$ cat config.mk
export PLATFORM = sky130hd
export DESIGN_NAME = sram_interface
export DESIGN_NICKNAME = d
export VERILOG_FILES = /design/src/rtl/sram_interface.sv
export SDC_FILE = /design/constraint.sdc
export NUM_CORES = 1
export LEC_CHECK = 0
export ABC_AREA = 1
export CAP_MARGIN = 20
export CELL_PAD_IN_SITES_DETAIL_PLACEMENT = 0
export CELL_PAD_IN_SITES_GLOBAL_PLACEMENT = 1
export CORE_MARGIN = 5
export CORE_UTILIZATION = 29
export DETAILED_ROUTE_END_ITERATION = 12
export GPL_TIMING_DRIVEN = 0
export PLACE_DENSITY = 0.93
export SLEW_MARGIN = 20
export SYNTH_ARGS = -nofsm -noshare
export SYNTH_HDL_FRONTEND = slang
export SYNTH_SLANG_ARGS = --single-unit
$ cat constraint.sdc
create_clock -name clk -period 3.1 [get_ports clk]
set_input_delay 0.62 -clock clk [delete_from_list [all_inputs] [get_ports clk]]
set_output_delay 0.62 -clock clk [all_outputs]
set_load 0.01 [all_outputs]
$ cat src/rtl/sram_interface.sv
// Single-transaction controller for an asynchronous off-chip SRAM.
// Holds address/data stable for a fixed enable window and pulses io_done.
module sram_interface #(
  parameter int ADDR_BITS     = 16,
  parameter int DATA_BITS     = 32,
  parameter int ACCESS_CYCLES = 2
) (
  input  logic                 clk,
  input  logic                 n_rst,
  input  logic                 start,
  input  logic                 writemode,
  input  logic [ADDR_BITS-1:0] i_address,
  input  logic [DATA_BITS-1:0] i_w_data,
  output logic [DATA_BITS-1:0] i_r_data,
  output logic                 io_done,
  output logic                 read_enable,
  output logic                 write_enable,
  output logic [ADDR_BITS-1:0] address,
  output logic [DATA_BITS-1:0] w_data,
  input  logic [DATA_BITS-1:0] r_data
);

  localparam int CW = $clog2(ACCESS_CYCLES) + 1;
  localparam logic [CW-1:0] CNT_INIT = CW'(ACCESS_CYCLES - 1);

  typedef enum logic [1:0] {
    IDLE,
    ACCESS,
    DONE
  } state_t;

  state_t        state;
  logic          start_prev;
  logic          wmode;
  logic [CW-1:0] cnt;
  logic          launch;

  assign launch = start & ~start_prev & (state == IDLE);

  always_ff @(posedge clk) begin
    if (n_rst) begin
      state        <= IDLE;
      start_prev   <= 1'b0;
      wmode        <= 1'b0;
      cnt          <= '0;
      i_r_data     <= '0;
      io_done      <= 1'b0;
      read_enable  <= 1'b0;
      write_enable <= 1'b0;
      address      <= '0;
      w_data       <= '0;
    end else begin
      start_prev <= start;
      io_done    <= 1'b0;
      unique case (state)
        IDLE: begin
          if (launch) begin
            address      <= i_address;
            if (writemode)
              w_data     <= i_w_data;
            wmode        <= writemode;
            cnt          <= CNT_INIT;
            write_enable <= writemode;
            read_enable  <= ~writemode;
            state        <= ACCESS;
          end
        end
        ACCESS: begin
          // r_data is only sampled inside the read window
          if (cnt == '0) begin
            if (!wmode)
              i_r_data   <= r_data;
            write_enable <= 1'b0;
            read_enable  <= 1'b0;
            io_done      <= 1'b1;
            state        <= DONE;
          end else begin
            cnt <= cnt - 1'b1;
          end
        end
        DONE: begin
          state <= IDLE;
        end
        default: begin
          state <= IDLE;
        end
      endcase
    end
  end

endmodule

Word level (Yosys, flattened, before mapping)
Index checks and enable logic that the tools add are counted.
Storage, ports and cells
  bits in registers: 89
  output and inout bits: 83
  input bits: 84
  word-level logic and storage cells: 42
Operators by class
  bitwise logic cells: 6
  reduce and logical (&&, ||, !) cells: 10
  equal/unequal tests: 4
  mux-type cells: 11
  $add $sub $neg: 1
Operators by type and width (number)
  $reduce_and A3 Y1: 4
  $pmux W2 S2: 2
  $mux W2: 3
  $ne A2 B2 Y1 const B: 3
  $logic_not A2 Y1: 2
  $mux W1: 4
  $not A1 Y1: 4
  $pmux W1 S2: 2
  $reduce_and A2 Y1: 2
  $and A1 B1 Y1: 2
  $eq A2 B1 Y1 const B: 1
  $reduce_bool A2 Y1: 1
  $reduce_or A2 Y1: 1
  $sub A2 B1 Y2 const B: 1

Depth between registers and ports, before layout
  depth after elaboration: 5
  gate-level depth with buffers: 9
  gate-level depth less buffers: 8

Least setup slack after synthesis
OpenSTA, ideal clock, no wires.
  path kind: input-to-reg
  start point: input port start
  end point: register w_data[10]
  required time: 2987 ps
  cell stages on the path: 7
  setup time: 113 ps
  setup slack: 1674 ps
  buffers on the path: 2
  arrival: 1313 ps
  path through: inv_1 nor2_1 nand3_2 buf_4 buf_4 nor2_1 nor2_1
On the way
  longest elaborated chain between the ends: 3
RTL lines
  start: declaration: line 10  | input logic start,
  $and A1 B1 Y1 (2 in series): line 38  | assign launch = start & ~start_prev & (state == IDLE);
  $reduce_and A3 Y1 (no source line)
  end signal: assignment: line 60  | w_data <= i_w_data;
  end: declaration: line 19  | output logic [DATA_BITS-1:0] w_data,
Every way passes these cells.
A chain may end at the register's enable or synchronous reset.

==> results.yml <==
synth:
  synth_cell_type_count: 19
  synthesis.nets: 547
  synthesis_warning_total: 0
  syn_area_per_cell_um2: 7.22
  synth.cell_area_um2: 3340
  synth_cells: 462
  ys_seq_area_frac: 0.534
  ys_seq_elements: 89
power_and_ir_drop:
  cellPowerDensity_nw_per_um2: 529
  vdd.ir_drop.worst_mv: 0.235
  power.static_leakage_uw: 0.00234
worst_setup_path:
  rr_startpoint: "cnt[0]$_SDFFE_PP0P_"
  critical_path_arrival_ns: 2.15
  crit_path_end_kind: "register"
  rr_endpoint: "i_r_data[17]$_SDFFE_PP0P_"
  reg2reg_setup_slack_ns: 1.51
  critical_path_peak_fanout: 10
  critPathRequiredTime_ns: 3.36
  path_class: "input port to register"
  reg2reg_depth: 8
  crit_path_start_kind: "input port"
global_route:
  grt_usage: 0.148
  via_count_of_the_first_global_routing_pass: 3342
  antenna_violations_before_repair: 0
  grt_start_max_net_pins: 14
  overflow: 0
  grt_first_pass_wirelength_um: 15800
timing:
  rsz0062_at_grt: "false"
  worstMarginPinSlew_ns: 0.451
  hold_viol_final: 0
  fin_worst_skew_ns: 0.00705
  fin_crit_ns: 1.89
  layout_worst_path_cycle_share: 0.609
  achievable-frequency_mhz: 530
  timing.final.setup_violations: 0
  finalSetupTns_ns: 0
  max_slew_margin: 0.700
  final-max-slew-violation-count: 0
routing:
  total_wirelength_um: 9970
  route.detailed.wl_per_inst_um: 12.7
  drc: 0
  drtIter0Drc: 125
  vias_per_cell: 4.29
  drt.antenna.violating_nets: 0
  dr_total_vias: 3375
  detailedRoute.firstPassIterationCount: 5
placed_design:
  place_hpwl_um: 7850
  port-buffer-count: 166
  dpl.cell_count: 771
  post_dp_cell_area_um2: 5180
  place_congestion: 0.809
finish:
  post_route_cells_drive_above_1_share: 0.0575
  n_antenna_cell: 0
  finalNetCount: 724
  final_common_cell: "sky130_fd_sc_hd__nor2_1"
  stdcell_area_um2: 5450
  area_growth_syn_to_layout_pct: 63.4
  most_frequent_cells_in_the_layout: "sky130_fd_sc_hd__nor2_1 (169), sky130_fd_sc_hd__clkdlybuf4s50_1 (166), sky130_fd_sc_hd__dfxtp_1 (89)"
  finalNonFillerCells: 787
clock_network:
  clkTransAtPathRegs_ns: 0.06
  clk_root_buffer_cell: "sky130_fd_sc_hd__clkbuf_16"
  cts.hold.buffers_added: 0
  cts_htree_levels: 3
  post_cts_resized: 0
  tritoncts_clock_tree: "yes"
  clock-sinks: 89
  ctsLongestPathBuffers: 2
  clk-insertion-delay-late_ns: 0.33
  cts-buffers-inserted: 9
  cts.repair_timing.setup_buffer_count: 0
floorplanning:
  fp.dieW_um: 117
  design.portCount: 167
  rows: 39
  die_height_um: 117
  start_util: 0.293
  placeableCoreArea_um2: 11400
  dieArea_um2: 13700
flow_run:
  max_capacitance_violation_count: 0
worst_hold_path:
  hold_path_end: "read_enable$_SDFFE_PP0P_"
  hold_class: "register to register"
  min_delay_path_depth: 2
  min_from: "read_enable$_SDFFE_PP0P_"
outcome:
  run_status: "finished clean"
==> how the worst max path moves through the flow <==
stage	start	endpoint	slack, ns	depth (start not counted)
2_1_floorplan	start	w_data[10]$_SDFFE_PP0P_	1.67	7
3_3_place_gp	n_rst	i_r_data[12]$_SDFFE_PP0P_	0.87	6
3_5_place_dp	n_rst	address[13]$_SDFFE_PP0P_	0.85	6
4_1_cts	n_rst	address[13]$_SDFFE_PP0P_	1.19	6
5_1_grt	n_rst	i_r_data[15]$_SDFFE_PP0P_	1.05	6
6_report	n_rst	i_r_data[17]$_SDFFE_PP0P_	1.21	6
==> through the flow <==
step                power, µW  setup WS [ns]   util  hold WS, ns
floorplan                1570           1.67      -        0.434
global placement         1900          0.871  0.455        0.450
detailed placement       1910          0.852  0.455        0.459
CTS                      2930           1.19  0.479        0.470
global route             3060           1.05  0.479        0.495
finish                   2890           1.21  0.479        0.465
==> worst max-delay path, cell delays in order <==
cell	delay (ns)
sky130_fd_sc_hd__clkdlybuf4s50_1	0.53
sky130_fd_sc_hd__inv_1	0.11
sky130_fd_sc_hd__buf_2	0.24
sky130_fd_sc_hd__clkbuf_1	0.34
sky130_fd_sc_hd__o21ai_0	0.17
sky130_fd_sc_hd__nor2_1	0.14
==> flip-flops by register name, summed over array words and instances, names as in the netlist <==
name and flops:
wmode 1, write_enable 1, cnt 2, i_r_data 32, read_enable 1, address 16
start_prev 1, state 2, io_done 1, w_data 32
==> cells by family (layout without fill, tap and decap cells) <==
family | Yosys count | in the layout | share of synthesized area
compound gates | 53 | 53 | 0.0795
simple gates | 252 | 252 | 0.291
buf+inv | 67 | 249 | 0.0919
flops | 89 | 89 | 0.534
fa+ha+maj | 1 | 1 | 0.00375
==> Yosys cell counts <==
library cell | instances | area share
sky130_fd_sc_hd__o21ai_0 | 48 | 0.072
sky130_fd_sc_hd__nand2_2 | 1 | 0.0019
sky130_fd_sc_hd__nor2_1 | 169 | 0.19
sky130_fd_sc_hd__buf_6 | 4 | 0.014
sky130_fd_sc_hd__inv_2 | 3 | 0.0034
sky130_fd_sc_hd__nand2_1 | 74 | 0.083
sky130_fd_sc_hd__nand4_1 | 1 | 0.0019
sky130_fd_sc_hd__nand3_2 | 1 | 0.0030
sky130_fd_sc_hd__ha_1 | 1 | 0.0038
sky130_fd_sc_hd__clkbuf_1 | 9 | 0.010
sky130_fd_sc_hd__buf_4 | 4 | 0.0090
sky130_fd_sc_hd__a21oi_1 | 5 | 0.0075
sky130_fd_sc_hd__clkbuf_2 | 1 | 0.0015
sky130_fd_sc_hd__inv_1 | 39 | 0.044
sky130_fd_sc_hd__nor2_2 | 2 | 0.0038
sky130_fd_sc_hd__buf_2 | 7 | 0.011
sky130_fd_sc_hd__nand3_1 | 3 | 0.0045
sky130_fd_sc_hd__dfxtp_1 | 89 | 0.53
sky130_fd_sc_hd__nand3b_1 | 1 | 0.0023
==> where the power goes <==
part	switching (µW)	total [µW]	leakage, µW	internal, µW
Combinational	263	592	0.00147	329
Sequential	50.4	1290	0.000730	1240
Clock	420	1000	0.000139	583
Total	734	2890	0.00234	2150
==> per-layer routing <==
metal  global-route usage  up-vias  part of all wire
li1                     -     1744                 -
met3               0.0715       14              0.12
met4               0.0558        0             0.017
met1                0.164     1490              0.40
met5                    0        -                 0
met2                0.244      127              0.47
==> cell type report <==
type,instances,area (µm²)
repair buffers,166,1660
plain buffers,25,149
multi-input cells,306,1250
well taps,143,179
inverters,42,158
clock buffers,13,260
clock inverters,3,15.0
fillers,1145,5920
flip-flops and latches,89,1780
Note: power is estimated with default switching activity, not from simulation.
